File: src/rtl/lsu_bus_if.sv
// lsu_bus_if: load/store unit that turns an ALU effective address into a valid/ack bus access,
// formatting byte/half/word lanes and reporting misaligned, illegal and timed-out accesses.
module lsu_bus_if #(
    parameter int DATA_WIDTH = 32,
    parameter int TIMEOUT = 255
) (
    input  logic                  clk,
    input  logic                  reset,
    input  logic                  req_valid,
    input  logic                  mem_write,
    input  logic [2:0]            funct3,
    input  logic [DATA_WIDTH-1:0] alu_result,
    input  logic [DATA_WIDTH-1:0] write_data,
    output logic                  stall,
    output logic                  done,
    output logic                  err,
    output logic [DATA_WIDTH-1:0] load_data,
    output logic                  bus_req,
    output logic                  bus_we,
    output logic [DATA_WIDTH-1:0] bus_addr,
    output logic [DATA_WIDTH-1:0] bus_wdata,
    output logic [3:0]            bus_be,
    input  logic                  bus_ack,
    input  logic [DATA_WIDTH-1:0] bus_rdata
);
    typedef enum logic [1:0] {IDLE, WAIT, RESP} state_t;
    localparam int CW = $clog2(TIMEOUT);

    state_t                state_q, state_d;
    logic [CW-1:0]         cnt_q, cnt_d;
    logic                  we_q, we_d;
    logic [2:0]            f3_q, f3_d;
    logic [1:0]            lane_q, lane_d;
    logic                  bus_req_q, bus_req_d, bus_we_q, bus_we_d;
    logic [DATA_WIDTH-1:0] bus_addr_q, bus_addr_d, bus_wdata_q, bus_wdata_d;
    logic [3:0]            bus_be_q, bus_be_d;
    logic [DATA_WIDTH-1:0] load_data_q, load_data_d;
    logic                  done_q, done_d, err_q, err_d;

    logic [1:0]            lane, size;
    logic                  bad;
    logic [3:0]            be_new;
    logic [DATA_WIDTH-1:0] wdata_new, shifted, ld_fmt;

    assign lane = alu_result[1:0];
    assign size = funct3[1:0];
    assign bad = (funct3 == 3'b011) || (funct3[2:1] == 2'b11) || (mem_write && funct3[2]) ||
                 (size == 2'b01 && lane[0]) || (size == 2'b10 && lane != 2'b00);
    assign be_new = size == 2'b00 ? 4'b0001 << lane : size == 2'b01 ? 4'b0011 << lane : 4'b1111;
    assign wdata_new = !mem_write ? '0 : size == 2'b00 ? {4{write_data[7:0]}} :
                       size == 2'b01 ? {2{write_data[15:0]}} : write_data;
    // Loads pick their byte/half from the lane latched at accept time.
    assign shifted = bus_rdata >> {lane_q, 3'b000};
    assign ld_fmt = we_q ? '0 :
                    f3_q[1:0] == 2'b00 ? {{24{~f3_q[2] & shifted[7]}}, shifted[7:0]} :
                    f3_q[1:0] == 2'b01 ? {{16{~f3_q[2] & shifted[15]}}, shifted[15:0]} : bus_rdata;

    assign stall = req_valid & (state_q != RESP);
    assign done = done_q;
    assign err = err_q;
    assign load_data = load_data_q;
    assign bus_req = bus_req_q;
    assign bus_we = bus_we_q;
    assign bus_addr = bus_addr_q;
    assign bus_wdata = bus_wdata_q;
    assign bus_be = bus_be_q;

    always_comb begin
        state_d = state_q;
        cnt_d = cnt_q;
        we_d = we_q;
        f3_d = f3_q;
        lane_d = lane_q;
        bus_req_d = bus_req_q;
        bus_we_d = bus_we_q;
        bus_addr_d = bus_addr_q;
        bus_wdata_d = bus_wdata_q;
        bus_be_d = bus_be_q;
        load_data_d = load_data_q;
        done_d = 1'b0;
        err_d = err_q;
        case (state_q)
            IDLE: if (req_valid) begin
                if (bad) begin
                    state_d = RESP;
                    done_d = 1'b1;
                    err_d = 1'b1;
                    load_data_d = '0;
                end else begin
                    state_d = WAIT;
                    cnt_d = '0;
                    we_d = mem_write;
                    f3_d = funct3;
                    lane_d = lane;
                    bus_req_d = 1'b1;
                    bus_we_d = mem_write;
                    bus_addr_d = {alu_result[DATA_WIDTH-1:2], 2'b00};
                    bus_wdata_d = wdata_new;
                    bus_be_d = be_new;
                end
            end
            WAIT: if (bus_ack || cnt_q == CW'(TIMEOUT - 1)) begin
                state_d = RESP;
                done_d = 1'b1;
                err_d = !bus_ack;
                load_data_d = bus_ack ? ld_fmt : '0;
                bus_req_d = 1'b0;
                bus_we_d = 1'b0;
            end else begin
                cnt_d = cnt_q + 1'b1;
            end
            RESP: begin
                state_d = IDLE;
                cnt_d = '0;
            end
            default: state_d = IDLE;
        endcase
    end

    always_ff @(posedge clk or posedge reset) begin
        if (reset) begin
            state_q <= IDLE;
            cnt_q <= '0;
            we_q <= 1'b0;
            f3_q <= '0;
            lane_q <= '0;
            bus_req_q <= 1'b0;
            bus_we_q <= 1'b0;
            bus_addr_q <= '0;
            bus_wdata_q <= '0;
            bus_be_q <= '0;
            load_data_q <= '0;
            done_q <= 1'b0;
            err_q <= 1'b0;
        end else begin
            state_q <= state_d;
            cnt_q <= cnt_d;
            we_q <= we_d;
            f3_q <= f3_d;
            lane_q <= lane_d;
            bus_req_q <= bus_req_d;
            bus_we_q <= bus_we_d;
            bus_addr_q <= bus_addr_d;
            bus_wdata_q <= bus_wdata_d;
            bus_be_q <= bus_be_d;
            load_data_q <= load_data_d;
            done_q <= done_d;
            err_q <= err_d;
        end
    end
endmodule

File: config.mk
export PLATFORM = sky130hd
export DESIGN_NAME = lsu_bus_if
export DESIGN_NICKNAME = d
export VERILOG_FILES = /design/src/rtl/lsu_bus_if.sv
export SDC_FILE = /design/constraint.sdc
export NUM_CORES = 1
export LEC_CHECK = 0
export BUFFER_PORTS_ARGS = -buffer_cell sky130_fd_sc_hd__clkbuf_2
export CAP_MARGIN = 20
export CORE_UTILIZATION = 43
export CTS_BUF_LIST = sky130_fd_sc_hd__clkbuf_4 sky130_fd_sc_hd__clkbuf_8 sky130_fd_sc_hd__clkbuf_16
export DETAILED_ROUTE_END_ITERATION = 7
export PLACE_DENSITY_LB_ADDON = 0.05
export SLEW_MARGIN = 40
export SYNTH_ARGS = -nofsm -noshare
export SYNTH_HDL_FRONTEND = slang
export SYNTH_SLANG_ARGS = --single-unit
File: constraint.sdc
create_clock -name clk -period 4.2 [get_ports clk]
set_clock_uncertainty 0.15 [all_clocks]
set_input_delay 0.84 -clock clk [delete_from_list [all_inputs] [get_ports clk]]
set_output_delay 0.84 -clock clk [all_outputs]
set_load 0.05 [all_outputs]
After elaboration in Yosys (flattened, before gate mapping)
Index checks and enable logic that the tools add are counted.

operators by class
  add/sub/neg operators = 1
  equality and inequality tests = 14
  shift-type cells = 3
  multiplexer cells = 36
  bitwise gates (word level) = 5
  reduce and logical (&&, ||, !) cells = 20

operators by type and width
  kind                                                  number
  two-way mux 32 bit                                    10
  one-hot mux 32 bit (2 select lines)                   1
  right shift 32 x 5 -> 16 bit                          1
  two-way mux 8 bit                                     3
  one-hot mux 8 bit (3 select lines)                    1
  != test 2 bit (second input constant)                 6
  AND reduction 4 bit                                   3
  two-way mux 1 bit                                     11
  adder 8 x 1 -> 8 bit (second input constant)          1
  equality test 8 bit (second input constant)           1
  two-way mux 4 bit                                     2
  one-hot mux 1 bit (2 select lines)                    4
  equality test 2 x 1 -> 1 bit (second input constant)  3
  equality test 2 bit (second input constant)           3
  logical NOT 2 bit                                     3
  two-way mux 2 bit                                     3
  logical OR 1 bit                                      5
  one-hot mux 2 bit (2 select lines)                    1
  nonzero test 2 bit                                    2
  left shift 1 x 2 -> 4 bit (first input constant)      1
  left shift 2 x 2 -> 4 bit (first input constant)      1
  bitwise AND 1 bit                                     3
  equality test 3 x 2 -> 1 bit (second input constant)  1
  logical AND 1 bit                                     3
  5 further kinds                                       6

storage, ports and cells
  flip-flop bits (word level) = 118
  output and inout bits = 105
  word-level logic and storage cells = 92

Longest topological paths before layout
Gate-level depths: netlist (run 1).

  depth in word-level cells = 8
  gate-level depth with buffers = 10

Worst setup path after synthesis (run 1)
No wires, ideal clock.

  kind = input to output
  from = input req_valid
  to = output stall
  arrival = 1.531 ns
  setup slack = 1.679 ns
  cell stages on the path = 2
  path buffers = 0
  cell sequence = inv_1 nor2_1

on the way
  longest elaborated chain between the ends = 1

RTL lines
  what               line  RTL
  start, declared    9     input logic req_valid,
  bitwise AND 1 bit  58    assign stall = req_valid & (state_q != RESP);
  end, declared      14    output logic stall,

No other way between the ends.

Final worst setup path (run 1)
  from = register lane_q[1]
  to = register load_data_q[20], in the netlist load_data[20]

on the way
  longest elaborated chain between the ends = 8
  elaborated cells on any way between the ends = 9
  those cells by class = 1 x shift; 6 x mux; 2 x bitwise

RTL lines
  what                                   line  RTL
  start, declared                        33    logic [1:0] lane_q, lane_d;
  start signal, assigned                 140   lane_q <= lane_d;
  right shift 32 x 5 -> 16 bit *         53    assign shifted = bus_rdata >> {lane_q, 3'b000};
  bitwise AND 1 bit                      56    f3_q[1:0] == 2'b01 ? {{16{~f3_q[2] & shifted[15]}}, shifted[15:0]} : bus_rdata;
  two-way mux 32 bit                     56
  two-way mux 32 bit *                   55    f3_q[1:0] == 2'b00 ? {{24{~f3_q[2] & shifted[7]}}, shifted[7:0]} :
  two-way mux 32 bit *                   54    assign ld_fmt = we_q ? '0 :
  two-way mux 32 bit *                   106   load_data_d = bus_ack ? ld_fmt : '0;
  two-way mux 32 bit *                   102   WAIT: if (bus_ack || cnt_q == CW'(TIMEOUT - 1)) begin
  one-hot mux 32 bit (2 select lines) *  82    case (state_q)
  end signal, assigned                   146   load_data_q <= load_data_d;
  end, declared                          37    logic [DATA_WIDTH-1:0] load_data_q, load_data_d;

Every way passes the cells marked *; elsewhere a longest branch is shown, timed or not. The select of a mux whose other input is x is not followed.
A chain may end at the register's enable or synchronous reset.

==> impl_metrics.prom, run 1 <==
# TYPE chip_impl_metric gauge
chip_impl_metric{name="final_core_util",unit="%"} 58.1
chip_impl_metric{name="postCtsHoldBufs",unit=""} 0
chip_impl_metric{name="synth_sequential_area_ratio",unit="%"} 52.2
chip_impl_metric{name="drc",unit=""} 0
chip_impl_metric{name="max-slew-margin-rel",unit="%"} 48.7
chip_impl_metric{name="fp.dieH",unit="µm"} 117
chip_impl_metric{name="postSynthAreaPerCell",unit="µm²"} 10.5
chip_impl_metric{name="power_per_cell_area",unit="nW/µm²"} 667
chip_impl_info{name="most_common_cell_after_layout_fill_and_taps_aside",value="clkbuf_2"} 1
chip_impl_metric{name="tritoncts.num_buffers",unit=""} 17
chip_impl_metric{name="synth_xor_area_share",unit="%"} 0
chip_impl_metric{name="p_int",unit="W"} 0.00279
chip_impl_metric{name="remaining_global_route_overflow",unit=""} 0
chip_impl_metric{name="cts.sinks",unit=""} 118
chip_impl_metric{name="syn-cell-area",unit="µm²"} 5660
chip_impl_metric{name="post-cts-setup-buffers",unit=""} 0
chip_impl_metric{name="area_growth_syn_to_layout",unit="%"} 30.6
chip_impl_info{name="cts.root.buffer_cell",value="clkbuf_16"} 1
chip_impl_info{name="yosys-top-cells-area",value="dfrtp_1 (52%), mux2_2 (11%), nand2_1 (6.8%)"} 1
chip_impl_info{name="worstSetupPathType",value="flip-flop to flip-flop"} 1
chip_impl_metric{name="finalSetupViolCount",unit=""} 0
chip_impl_metric{name="layout_cells_excl_fill",unit=""} 920
chip_impl_metric{name="fmax",unit="MHz"} 372
chip_impl_metric{name="fillCellCount",unit=""} 1177
chip_impl_metric{name="grtUsageTotal",unit="%"} 22.7
chip_impl_metric{name="clk_latency",unit="ns"} 0.41
chip_impl_metric{name="worst-endpoint-required",unit="ns"} 4.39
chip_impl_metric{name="drtIter0Drc",unit=""} 226
chip_impl_metric{name="insertedDiodeCount",unit=""} 0
chip_impl_metric{name="hold_violations",unit=""} 0
chip_impl_info{name="critPathLaunch",value="lane_q[1]$_DFFE_PP0P_"} 1
chip_impl_metric{name="synth_seq_cells",unit=""} 118
chip_impl_metric{name="worstMarginPinSlew",unit="ns"} 0.770
chip_impl_metric{name="ys.warnings.count",unit=""} 0
chip_impl_metric{name="placeableCoreArea",unit="µm²"} 12700
chip_impl_info{name="library_cell_occupying_the_most_area_in_the_post_synthesis_netlist",value="dfrtp_1"} 1
chip_impl_metric{name="worst-path-max-fanout",unit=""} 22
chip_impl_metric{name="compound_gate_portion_of_the_synthesized_area",unit="%"} 17.5
chip_impl_info{name="startpoint_type",value="flip-flop"} 1
chip_impl_metric{name="power.sequential.fraction",unit="%"} 33.3
chip_impl_metric{name="synth_top_area_share",unit="%"} 52.2
chip_impl_info{name="worst_setup_path_endpoint",value="load_data[20]$_DFFE_PP0P_"} 1
chip_impl_metric{name="multi_input_comb_area",unit="µm²"} 2460
chip_impl_metric{name="post-layout-total-power",unit="W"} 0.00493
chip_impl_metric{name="postPlaceCellArea",unit="µm²"} 6810
chip_impl_metric{name="max_cap_violations",unit=""} 0
chip_impl_info{name="hold_path.class",value="flip-flop to flip-flop"} 1
chip_impl_metric{name="fin_setup_tns",unit="ns"} 0
chip_impl_metric{name="final_period_minus_worst_setup_slack",unit="ns"} 2.69
chip_impl_metric{name="postLayoutCellArea",unit="µm²"} 7390
chip_impl_metric{name="area.sequential",unit="µm²"} 2950
chip_impl_metric{name="clkTransAtPathRegs",unit="ns"} 0.05
chip_impl_metric{name="dpl.cell_count",unit=""} 888
chip_impl_metric{name="share_of_final_layout_standard_cells_stronger_than_drive_strength_1",unit="%"} 42.0
chip_impl_metric{name="antenna_found_initial",unit=""} 0
chip_impl_info{name="grt_setup_unrepaired",value="false"} 1
chip_impl_metric{name="pwr-share-comb",unit="%"} 38.5
chip_impl_metric{name="floorplan.rows",unit=""} 41
chip_impl_metric{name="clock_power_share",unit="%"} 28.1
chip_impl_metric{name="synth_adder_area_share",unit="%"} 1.33
chip_impl_metric{name="hpwlAfterDp",unit="µm"} 10400
chip_impl_metric{name="antenna_left",unit=""} 0
chip_impl_metric{name="grt_pass1_wl",unit="µm"} 23100
chip_impl_metric{name="cts.repair.resized",unit=""} 0
chip_impl_metric{name="leakage_power",unit="nW"} 3.74
chip_impl_metric{name="via_per_inst",unit=""} 5.16
chip_impl_metric{name="r2r_setup_slack",unit="ns"} 1.51
chip_impl_metric{name="die-area",unit="µm²"} 13600
chip_impl_metric{name="post_drt_wl_per_cell",unit="µm"} 15.7
chip_impl_metric{name="h-tree-depth",unit=""} 4
chip_impl_metric{name="finalWirelength",unit="µm"} 14500
chip_impl_info{name="clock_tree_from_tritoncts",value="done"} 1
chip_impl_metric{name="vdd_ir_drop_max",unit="mV"} 0.458
chip_impl_metric{name="layout_worst_path_cycle_share",unit="%"} 64.0
chip_impl_metric{name="synth_simple_gate_area_share",unit="%"} 11.2
chip_impl_metric{name="synth_cell_type_count",unit=""} 43
chip_impl_metric{name="r2r.worst_path.cells",unit=""} 5
chip_impl_info{name="crit-reg2reg-capture",value="load_data[20]$_DFFE_PP0P_"} 1
chip_impl_metric{name="switching_power",unit="W"} 0.00214
chip_impl_info{name="most-common-layout-cells",value="clkbuf_2 (206), dfrtp_1 (118), nand2_1 (103)"} 1
chip_impl_metric{name="fp.dieW",unit="µm"} 117
chip_impl_metric{name="pin_count",unit=""} 209
chip_impl_info{name="rr_startpoint",value="lane_q[1]$_DFFE_PP0P_"} 1
chip_impl_metric{name="netSwitchingFraction",unit="%"} 43.4
chip_impl_metric{name="synthMuxAreaShare",unit="%"} 12.8
chip_impl_metric{name="final_nets",unit=""} 845
chip_impl_metric{name="buffer_ports.inserted",unit=""} 206
chip_impl_metric{name="floorplan.initialDensity",unit="%"} 44.5
chip_impl_metric{name="cts_buffer_depth",unit=""} 2
chip_impl_metric{name="maxSlewViolCount",unit=""} 0
chip_impl_metric{name="timing.critical_path.arrival",unit="ns"} 2.88
chip_impl_info{name="timing.critical_path.to_type",value="flip-flop"} 1
chip_impl_info{name="synth_top_family_by_area",value="compound AO/OA/AOI/OAI gates"} 1
chip_impl_info{name="run_status",value="completed"} 1
chip_impl_metric{name="grt_max_degree",unit=""} 76
chip_impl_metric{name="first_global_vias",unit=""} 4678
chip_impl_metric{name="drt_first_pass_iters",unit=""} 4
chip_impl_metric{name="num_vias",unit=""} 4744
chip_impl_metric{name="netlist_instances",unit=""} 540
chip_impl_metric{name="finalWeightedCongestion",unit=""} 0.838
## synth_stat cells (all sizes together)
library cell  number
o21a               1
clkbuf            24
a221oi             1
a211oi             2
mux2              53
buf               17
a21oi             13
ha                 6
nand2b             2
o21ai             65
mux2i             13
inv               16
or2                3
and2               1
nor4               1
o21ba              1
o22ai              8
dfrtp            118
a221o             16
conb               1
nand2            104
nor3               1
o2111ai            1
o22a               1
nor2b             10
a22oi              8
nand4              2
or4                3
o21bai             1
nand3              4
a22o              18
o31ai              6
or3                4
o2bb2ai            4
nor2              11
## how the worst min path moves through the flow
stage / startpoint / endpoint / slack (ns) / cells after the start
global placement: bus_wdata[23]$_DFFE_PP0P_ / bus_wdata[23]$_DFFE_PP0P_ / 0.32 / 2
floorplan: f3_q[2]$_DFFE_PP0P_ / f3_q[2]$_DFFE_PP0P_ / 0.35 / 1
global route: bus_wdata[0]$_DFFE_PP0P_ / bus_wdata[0]$_DFFE_PP0P_ / 0.36 / 2
CTS: bus_be[1]$_DFFE_PP0P_ / bus_be[1]$_DFFE_PP0P_ / 0.33 / 2
detailed placement: bus_be[1]$_DFFE_PP0P_ / bus_be[1]$_DFFE_PP0P_ / 0.32 / 2
finish: bus_be[1]$_DFFE_PP0P_ / bus_be[1]$_DFFE_PP0P_ / 0.33 / 2
## critical path, cell delays in order (launching register included)
cell and delay, ns:
dfrtp_1 0.83, mux2i_1 0.21, mux2_2 0.32, or2_2 0.28
a21oi_2 0.60, a221o_1 0.22
## sequential cells by signal, indices dropped and copies added (netlist names)
register,cells
bus_addr,30
bus_be,4
bus_req,1
bus_wdata,32
bus_we,1
cnt_q,8
done,1
err,1
f3_q,3
lane_q,2
load_data,32
state_q,2
we_q,1
## metrics by stage
stage / worst slack (ns) / hold slack [ns]
floorplan: 0.0809 / 0.346
global placement: 1.31 / 0.315
detailed placement: 1.23 / 0.319
CTS: 1.55 / 0.331
global route: 1.37 / 0.355
finish: 1.51 / 0.327
## power by group through the flow
stage               logic [W]  registers (W)  clock network [W]
CTS                   0.00191        0.00165            0.00141
global route          0.00204        0.00169            0.00147
floorplan            0.000611        0.00247                  0
finish                0.00190        0.00164            0.00139
global placement      0.00190        0.00165                  0
detailed placement    0.00191        0.00166                  0
## routing by layer
layer  routed length (µm)  global-route usage (%)  vias to the layer above
met5                    0                       0                        -
met3                 1060                    8.46                       14
met4                  184                    8.10                        0
met1                 6110                    27.8                     2278
met2                 7120                    36.8                      147
li1                     -                       -                     2305
## kinds of logic after synthesis
kind of cell,after synthesis
AOI/OAI and AO/OA,146
adders and majority gates,6
buffers and inverters,57
DFF,118
muxes,66
other,1
and+or+nand+nor,146
## layout make-up
| cell class | count | area share (%) |
|---|---|---|
| clock buffer | 21 | 6.42 |
| clock inverter | 11 | 1.37 |
| inverter | 16 | 0.880 |
| multi-input combinational | 366 | 33.3 |
| sequential | 118 | 40.0 |
| tap | 172 | 2.91 |
| timing repair buffer | 216 | 15.1 |
(Power assumes the default switching activity.)
==> run 2, diff against run 1 <==
==> constraint.sdc (replaced) <==
create_clock -name clk -period 2.6 [get_ports clk]
set_clock_uncertainty 0.15 [all_clocks]
set_input_delay 0.52 -clock clk [delete_from_list [all_inputs] [get_ports clk]]
set_output_delay 0.52 -clock clk [all_outputs]
set_load 0.05 [all_outputs]
==> run 2 against run 1 <==
Net effect:
- clock power grew 69%
- register-to-register slack worse by 1.2 ns
- maximum frequency is 18% higher
- flip-flop and latch count unchanged
- wire length grew 1.2%
- via count increased by 0.70%
- sequential share of layout area is 0.56 points lower
- critical endpoint is now load_data[25]$_DFFE_PP0P_
==> impl_metrics.prom, run 2 (synthesis results as in run 1) <==
# TYPE chip_impl_metric gauge
chip_impl_info{name="most_common_cell_after_layout_fill_and_taps_aside",value="clkbuf_2"} 1
chip_impl_metric{name="grtUsageTotal",unit="%"} 22.7
chip_impl_metric{name="drt_first_pass_iters",unit=""} 5
chip_impl_metric{name="finalWirelength",unit="µm"} 14700
chip_impl_metric{name="antenna_left",unit=""} 0
chip_impl_info{name="worstSetupPathType",value="flip-flop to flip-flop"} 1
chip_impl_metric{name="detailedPlace.worstSlack",unit="ns"} -0.00711
chip_impl_metric{name="insertedDiodeCount",unit=""} 0
chip_impl_metric{name="num_vias",unit=""} 4777
chip_impl_metric{name="power_per_cell_area",unit="nW/µm²"} 1080
chip_impl_metric{name="post-cts-setup-buffers",unit=""} 0
chip_impl_metric{name="area.sequential",unit="µm²"} 2950
chip_impl_metric{name="maxSlewViolCount",unit=""} 0
chip_impl_metric{name="postLayoutCellArea",unit="µm²"} 7500
chip_impl_metric{name="layout_worst_path_cycle_share",unit="%"} 87.6
chip_impl_metric{name="hold_violations",unit=""} 0
chip_impl_metric{name="buffer_ports.inserted",unit=""} 206
chip_impl_metric{name="finalSetupViolCount",unit=""} 0
chip_impl_metric{name="max-slew-margin-rel",unit="%"} 55.2
chip_impl_metric{name="cts.sinks",unit=""} 118
chip_impl_metric{name="drc",unit=""} 0
chip_impl_info{name="cts.root.buffer_cell",value="clkbuf_16"} 1
chip_impl_metric{name="grt_pass1_wl",unit="µm"} 23200
chip_impl_metric{name="fp.dieH",unit="µm"} 117
chip_impl_info{name="startpoint_type",value="flip-flop"} 1
chip_impl_metric{name="first_global_vias",unit=""} 4564
chip_impl_metric{name="postPlaceCellArea",unit="µm²"} 6890
chip_impl_info{name="grt_setup_unrepaired",value="false"} 1
chip_impl_info{name="run_status",value="completed"} 1
chip_impl_metric{name="post-layout-total-power",unit="W"} 0.00813
chip_impl_metric{name="h-tree-depth",unit=""} 4
chip_impl_metric{name="leakage_power",unit="nW"} 3.81
chip_impl_metric{name="r2r.worst_path.cells",unit=""} 8
chip_impl_metric{name="via_per_inst",unit=""} 5.15
chip_impl_metric{name="worst-path-max-fanout",unit=""} 22
chip_impl_info{name="hold_path.class",value="primary input to async pin"} 1
chip_impl_metric{name="clkTransAtPathRegs",unit="ns"} 0.05
chip_impl_metric{name="max_cap_violations",unit=""} 0
chip_impl_metric{name="finalWeightedCongestion",unit=""} 0.816
chip_impl_metric{name="floorplan.rows",unit=""} 41
chip_impl_metric{name="cts.repair.resized",unit=""} 0
chip_impl_metric{name="cts_buffer_depth",unit=""} 2
chip_impl_metric{name="share_of_final_layout_standard_cells_stronger_than_drive_strength_1",unit="%"} 42.5
chip_impl_metric{name="hpwlAfterDp",unit="µm"} 10400
chip_impl_metric{name="clk_latency",unit="ns"} 0.42
chip_impl_metric{name="placeableCoreArea",unit="µm²"} 12700
chip_impl_metric{name="worst-endpoint-required",unit="ns"} 2.74
chip_impl_metric{name="fin_setup_tns",unit="ns"} 0
chip_impl_metric{name="timing.critical_path.arrival",unit="ns"} 2.42
chip_impl_metric{name="worstMarginPinSlew",unit="ns"} 0.672
chip_impl_metric{name="final_nets",unit=""} 853
chip_impl_metric{name="die-area",unit="µm²"} 13600
chip_impl_metric{name="antenna_found_initial",unit=""} 0
chip_impl_metric{name="postCtsHoldBufs",unit=""} 0
chip_impl_metric{name="fillCellCount",unit=""} 1177
chip_impl_metric{name="remaining_global_route_overflow",unit=""} 0
chip_impl_info{name="timing.critical_path.to_type",value="flip-flop"} 1
chip_impl_metric{name="final_period_minus_worst_setup_slack",unit="ns"} 2.28
chip_impl_metric{name="area_growth_syn_to_layout",unit="%"} 32.5
chip_impl_metric{name="floorplan.initialDensity",unit="%"} 44.5
chip_impl_metric{name="post_drt_wl_per_cell",unit="µm"} 15.8
chip_impl_metric{name="pin_count",unit=""} 209
chip_impl_metric{name="tritoncts.num_buffers",unit=""} 17
chip_impl_info{name="clock_tree_from_tritoncts",value="done"} 1
chip_impl_metric{name="multi_input_comb_area",unit="µm²"} 2460
chip_impl_metric{name="vdd_ir_drop_max",unit="mV"} 0.903
chip_impl_metric{name="worst_slack",unit="ns"} 0.322
chip_impl_metric{name="drtIter0Drc",unit=""} 240
chip_impl_info{name="most-common-layout-cells",value="clkbuf_2 (206), dfrtp_1 (118), nand2_1 (103)"} 1
chip_impl_metric{name="grt_max_degree",unit=""} 119
chip_impl_metric{name="fmax",unit="MHz"} 439
chip_impl_metric{name="fp.dieW",unit="µm"} 117
[run 2: cell count changes in the layout (fill, tap and decap cells not counted)]
cell / previous run / this run
buf_12: 1 / 3
clkinv_4: 1 / 2
buf_4: 9 / 15
o2bb2ai_1: 3 / 4
clkinv_2: 2 / 1
clkbuf_4: 1 / 2
bufinv_16: 1 / 2
o2bb2ai_2: 1 / 0
clkinvlp_4: 7 / 5
[run 2: area by class of cell]
| type | count | area share (%) |
|---|---|---|
| Sequential cell | 118 | 39.4 |
| Multi-Input combinational cell | 366 | 32.8 |
| Timing Repair Buffer | 224 | 16.1 |
| Clock buffer | 22 | 6.43 |
| Tap cell | 172 | 2.87 |
| Clock inverter | 10 | 1.62 |
| Inverter | 16 | 0.851 |
[run 2: worst max-delay path, cell delays in order (launching register included)]
cell and delay (ns):
dfrtp_1 0.43, inv_1 0.09, ha_1 0.14, nand3_1 0.12
o2111ai_4 0.28, nand2_2 0.10, or2_1 0.32, buf_12 0.19
a221o_1 0.35
[run 2: report_power, final]
group / internal [W] / switching (W)
clock: 0.00151 / 0.000840
sequential: 0.00229 / 0.000285
combinational: 0.000865 / 0.00234
total: 0.00466 / 0.00346
[run 2: metrics by stage]
step                      hold slack (ns)  std cells  utilization [%]
after floorplan                     0.346        541                -
after global placement              0.316        896             54.2
after detailed placement            0.321        896             54.2
after CTS                           0.156        928             58.9
after global routing                0.159        928             58.9
final                               0.108        928             58.9
[run 2: routing by layer]
layer	global-route usage, %	vias up	part of all wire (%)
met3	9.29	19	7.5
met1	29.3	2296	43
met5	0	-	0
met4	5.82	0	1.0
met2	35.3	148	49
li1	-	2314	-
[run 2: final timing paths]
| kind | start | slack, ns | end |
|---|---|---|---|
| setup / recovery | cnt_q[0]$_DFFE_PP0P_ | 0.32 | load_data[25]$_DFFE_PP0P_ |
| hold / removal | reset | 0.11 | bus_addr[29]$_DFFE_PP0P_ |
| setup reg to reg | cnt_q[0]$_DFFE_PP0P_ | 0.32 | load_data[25]$_DFFE_PP0P_ |
| hold reg to reg | bus_wdata[18]$_DFFE_PP0P_ | 0.33 | bus_wdata[18]$_DFFE_PP0P_ |
| max in group asynchronous | reset | 1.70 | bus_wdata[21]$_DFFE_PP0P_ |
| min in group clk | alu_result[22] | 0.18 | bus_addr[22]$_DFFE_PP0P_ |
==> run 3, diff against run 2 <==
--- a/config.mk
+++ b/config.mk
@@ -8,7 +8,7 @@
 export BUFFER_PORTS_ARGS = -buffer_cell sky130_fd_sc_hd__clkbuf_2
 export CAP_MARGIN = 20
 export CORE_UTILIZATION = 43
-export CTS_BUF_LIST = sky130_fd_sc_hd__clkbuf_4 sky130_fd_sc_hd__clkbuf_8 sky130_fd_sc_hd__clkbuf_16
+export CTS_BUF_LIST = sky130_fd_sc_hd__clkbuf_4 sky130_fd_sc_hd__clkbuf_8
 export DETAILED_ROUTE_END_ITERATION = 7
 export PLACE_DENSITY_LB_ADDON = 0.05
 export SLEW_MARGIN = 40
==> run 3 against run 2 <==
Net effect:
- final area decreased by 2.6%
- register-to-register slack about the same
- critical endpoint unchanged
- worst setup slack improved by 0.0085 ns
- sequential share of layout area increased by 1.0 points
==> impl_metrics.prom, run 3 (synthesis results as in run 1) <==
# TYPE chip_impl_metric gauge
chip_impl_metric{name="power_per_cell_area",unit="nW/µm²"} 1030
chip_impl_metric{name="pin_count",unit=""} 209
chip_impl_metric{name="layout_worst_path_cycle_share",unit="%"} 87.3
chip_impl_metric{name="final_period_minus_worst_setup_slack",unit="ns"} 2.27
chip_impl_metric{name="fp.dieH",unit="µm"} 117
chip_impl_info{name="clock_tree_from_tritoncts",value="done"} 1
chip_impl_metric{name="multi_input_comb_area",unit="µm²"} 2460
chip_impl_info{name="timing.critical_path.to_type",value="flip-flop"} 1
chip_impl_info{name="startpoint_type",value="flip-flop"} 1
chip_impl_metric{name="hpwlAfterDp",unit="µm"} 10400
chip_impl_metric{name="postLayoutCellArea",unit="µm²"} 7300
chip_impl_info{name="most_common_cell_after_layout_fill_and_taps_aside",value="clkbuf_2"} 1
chip_impl_metric{name="post_drt_wl_per_cell",unit="µm"} 15.8
chip_impl_metric{name="final_nets",unit=""} 853
chip_impl_info{name="grt_setup_unrepaired",value="false"} 1
chip_impl_metric{name="layout_cells_excl_fill",unit=""} 928
chip_impl_metric{name="drtIter0Drc",unit=""} 227
chip_impl_metric{name="via_per_inst",unit=""} 5.09
chip_impl_info{name="hold_path.class",value="primary input to async pin"} 1
chip_impl_metric{name="postCtsHoldBufs",unit=""} 0
chip_impl_metric{name="cts_buffer_depth",unit=""} 2
chip_impl_metric{name="timing.critical_path.arrival",unit="ns"} 2.44
chip_impl_metric{name="detailedPlace.worstSlack",unit="ns"} -0.00711
chip_impl_metric{name="worst-path-max-fanout",unit=""} 22
chip_impl_metric{name="floorplan.rows",unit=""} 41
chip_impl_metric{name="placeableCoreArea",unit="µm²"} 12700
chip_impl_metric{name="post-cts-setup-buffers",unit=""} 0
chip_impl_info{name="worstSetupPathType",value="flip-flop to flip-flop"} 1
chip_impl_metric{name="share_of_final_layout_standard_cells_stronger_than_drive_strength_1",unit="%"} 42.5
chip_impl_metric{name="hold_violations",unit=""} 0
chip_impl_metric{name="antenna_left",unit=""} 0
chip_impl_metric{name="worst-endpoint-required",unit="ns"} 2.77
chip_impl_metric{name="h-tree-depth",unit=""} 4
chip_impl_metric{name="area.sequential",unit="µm²"} 2950
chip_impl_info{name="cts.root.buffer_cell",value="clkbuf_8"} 1
chip_impl_metric{name="cts.repair.resized",unit=""} 0
chip_impl_metric{name="num_vias",unit=""} 4726
chip_impl_metric{name="insertedDiodeCount",unit=""} 0
chip_impl_metric{name="finalSetupViolCount",unit=""} 0
chip_impl_metric{name="r2r.worst_path.cells",unit=""} 8
chip_impl_metric{name="floorplan.initialDensity",unit="%"} 44.5
chip_impl_metric{name="max_cap_violations",unit=""} 0
chip_impl_metric{name="drt_first_pass_iters",unit=""} 4
chip_impl_metric{name="tritoncts.num_buffers",unit=""} 17
chip_impl_info{name="most-common-layout-cells",value="clkbuf_2 (206), dfrtp_1 (118), nand2_1 (103)"} 1
chip_impl_metric{name="fin_hold_ws",unit="ns"} 0.104
chip_impl_metric{name="finalWirelength",unit="µm"} 14600
chip_impl_metric{name="clkTransAtPathRegs",unit="ns"} 0.07
chip_impl_metric{name="finalWeightedCongestion",unit=""} 0.816
chip_impl_metric{name="final_core_util",unit="%"} 57.4
chip_impl_metric{name="grtUsageTotal",unit="%"} 22.4
chip_impl_metric{name="max-slew-margin-rel",unit="%"} 53.9
chip_impl_metric{name="remaining_global_route_overflow",unit=""} 0
chip_impl_metric{name="area_growth_syn_to_layout",unit="%"} 29.1
chip_impl_metric{name="fillCellCount",unit=""} 1204
chip_impl_info{name="run_status",value="completed"} 1
chip_impl_metric{name="first_global_vias",unit=""} 4527
chip_impl_metric{name="clk_latency",unit="ns"} 0.44
chip_impl_metric{name="worstMarginPinSlew",unit="ns"} 0.691
chip_impl_metric{name="grt_max_degree",unit=""} 119
chip_impl_metric{name="dpl.cell_count",unit=""} 896
chip_impl_metric{name="die-area",unit="µm²"} 13600
chip_impl_metric{name="cts.sinks",unit=""} 118
chip_impl_metric{name="fmax",unit="MHz"} 441
chip_impl_metric{name="antenna_found_initial",unit=""} 0
chip_impl_metric{name="vdd_ir_drop_max",unit="mV"} 0.825
chip_impl_metric{name="grt_pass1_wl",unit="µm"} 22900
chip_impl_metric{name="buffer_ports.inserted",unit=""} 206
chip_impl_metric{name="fp.dieW",unit="µm"} 117
chip_impl_metric{name="maxSlewViolCount",unit=""} 0
chip_impl_metric{name="drc",unit=""} 0
chip_impl_metric{name="worst_slack",unit="ns"} 0.330
chip_impl_metric{name="leakage_power",unit="nW"} 3.72
chip_impl_metric{name="postPlaceCellArea",unit="µm²"} 6890
[run 3: routing by layer]
metal	vias to the layer above	GRT usage, %	wire length (µm)
met3	9	8.25	1000
met2	133	34.9	7120
met1	2266	29.1	6400
li1	2318	-	-
met4	0	7.26	104
met5	-	0	0
[run 3: worst max-delay path: stages, from the launching register on]
cell and delay [ns]:
dfrtp_1 0.43, inv_1 0.08, ha_1 0.14, nand3_1 0.12, o2111ai_4 0.28, nand2_2 0.10, or2_1 0.32, buf_12 0.19
a221o_1 0.35
[run 3: path summary, 6_finish.rpt]
check,slack (ns),from,to
max,0.33,cnt_q[0]$_DFFE_PP0P_,load_data[25]$_DFFE_PP0P_
min,0.10,reset,bus_addr[29]$_DFFE_PP0P_
max reg2reg,0.33,cnt_q[0]$_DFFE_PP0P_,load_data[25]$_DFFE_PP0P_
min reg2reg,0.33,bus_wdata[18]$_DFFE_PP0P_,bus_wdata[18]$_DFFE_PP0P_
max in group asynchronous,1.71,reset,load_data[20]$_DFFE_PP0P_
min in group clk,0.15,alu_result[23],bus_addr[23]$_DFFE_PP0P_
[run 3: report_power, final]
group / switching [W] / total, W / internal (W)
Combinational: 0.00234 / 0.00320 / 0.000865
Sequential: 0.000286 / 0.00257 / 0.00229
Clock: 0.000760 / 0.00171 / 0.000953
Total: 0.00339 / 0.00749 / 0.00410
[run 3: final cells by class]
| type | instances | area share [%] |
|---|---|---|
| Sequential cell | 118 | 40.4 |
| Clock buffer | 22 | 3.97 |
| Timing Repair Buffer | 224 | 16.5 |
| Tap cell | 172 | 2.95 |
| Multi-Input combinational cell | 366 | 33.6 |
| Clock inverter | 10 | 1.66 |
| Inverter | 16 | 0.874 |
[run 3: metrics by stage]
stage	total power [W]	setup TNS (ns)
after floorplan	0.00498	0
after global placement	0.00578	0
after detailed placement	0.00583	-0.00711
after CTS	0.00756	0
after global routing	0.00791	0
final	0.00749	0
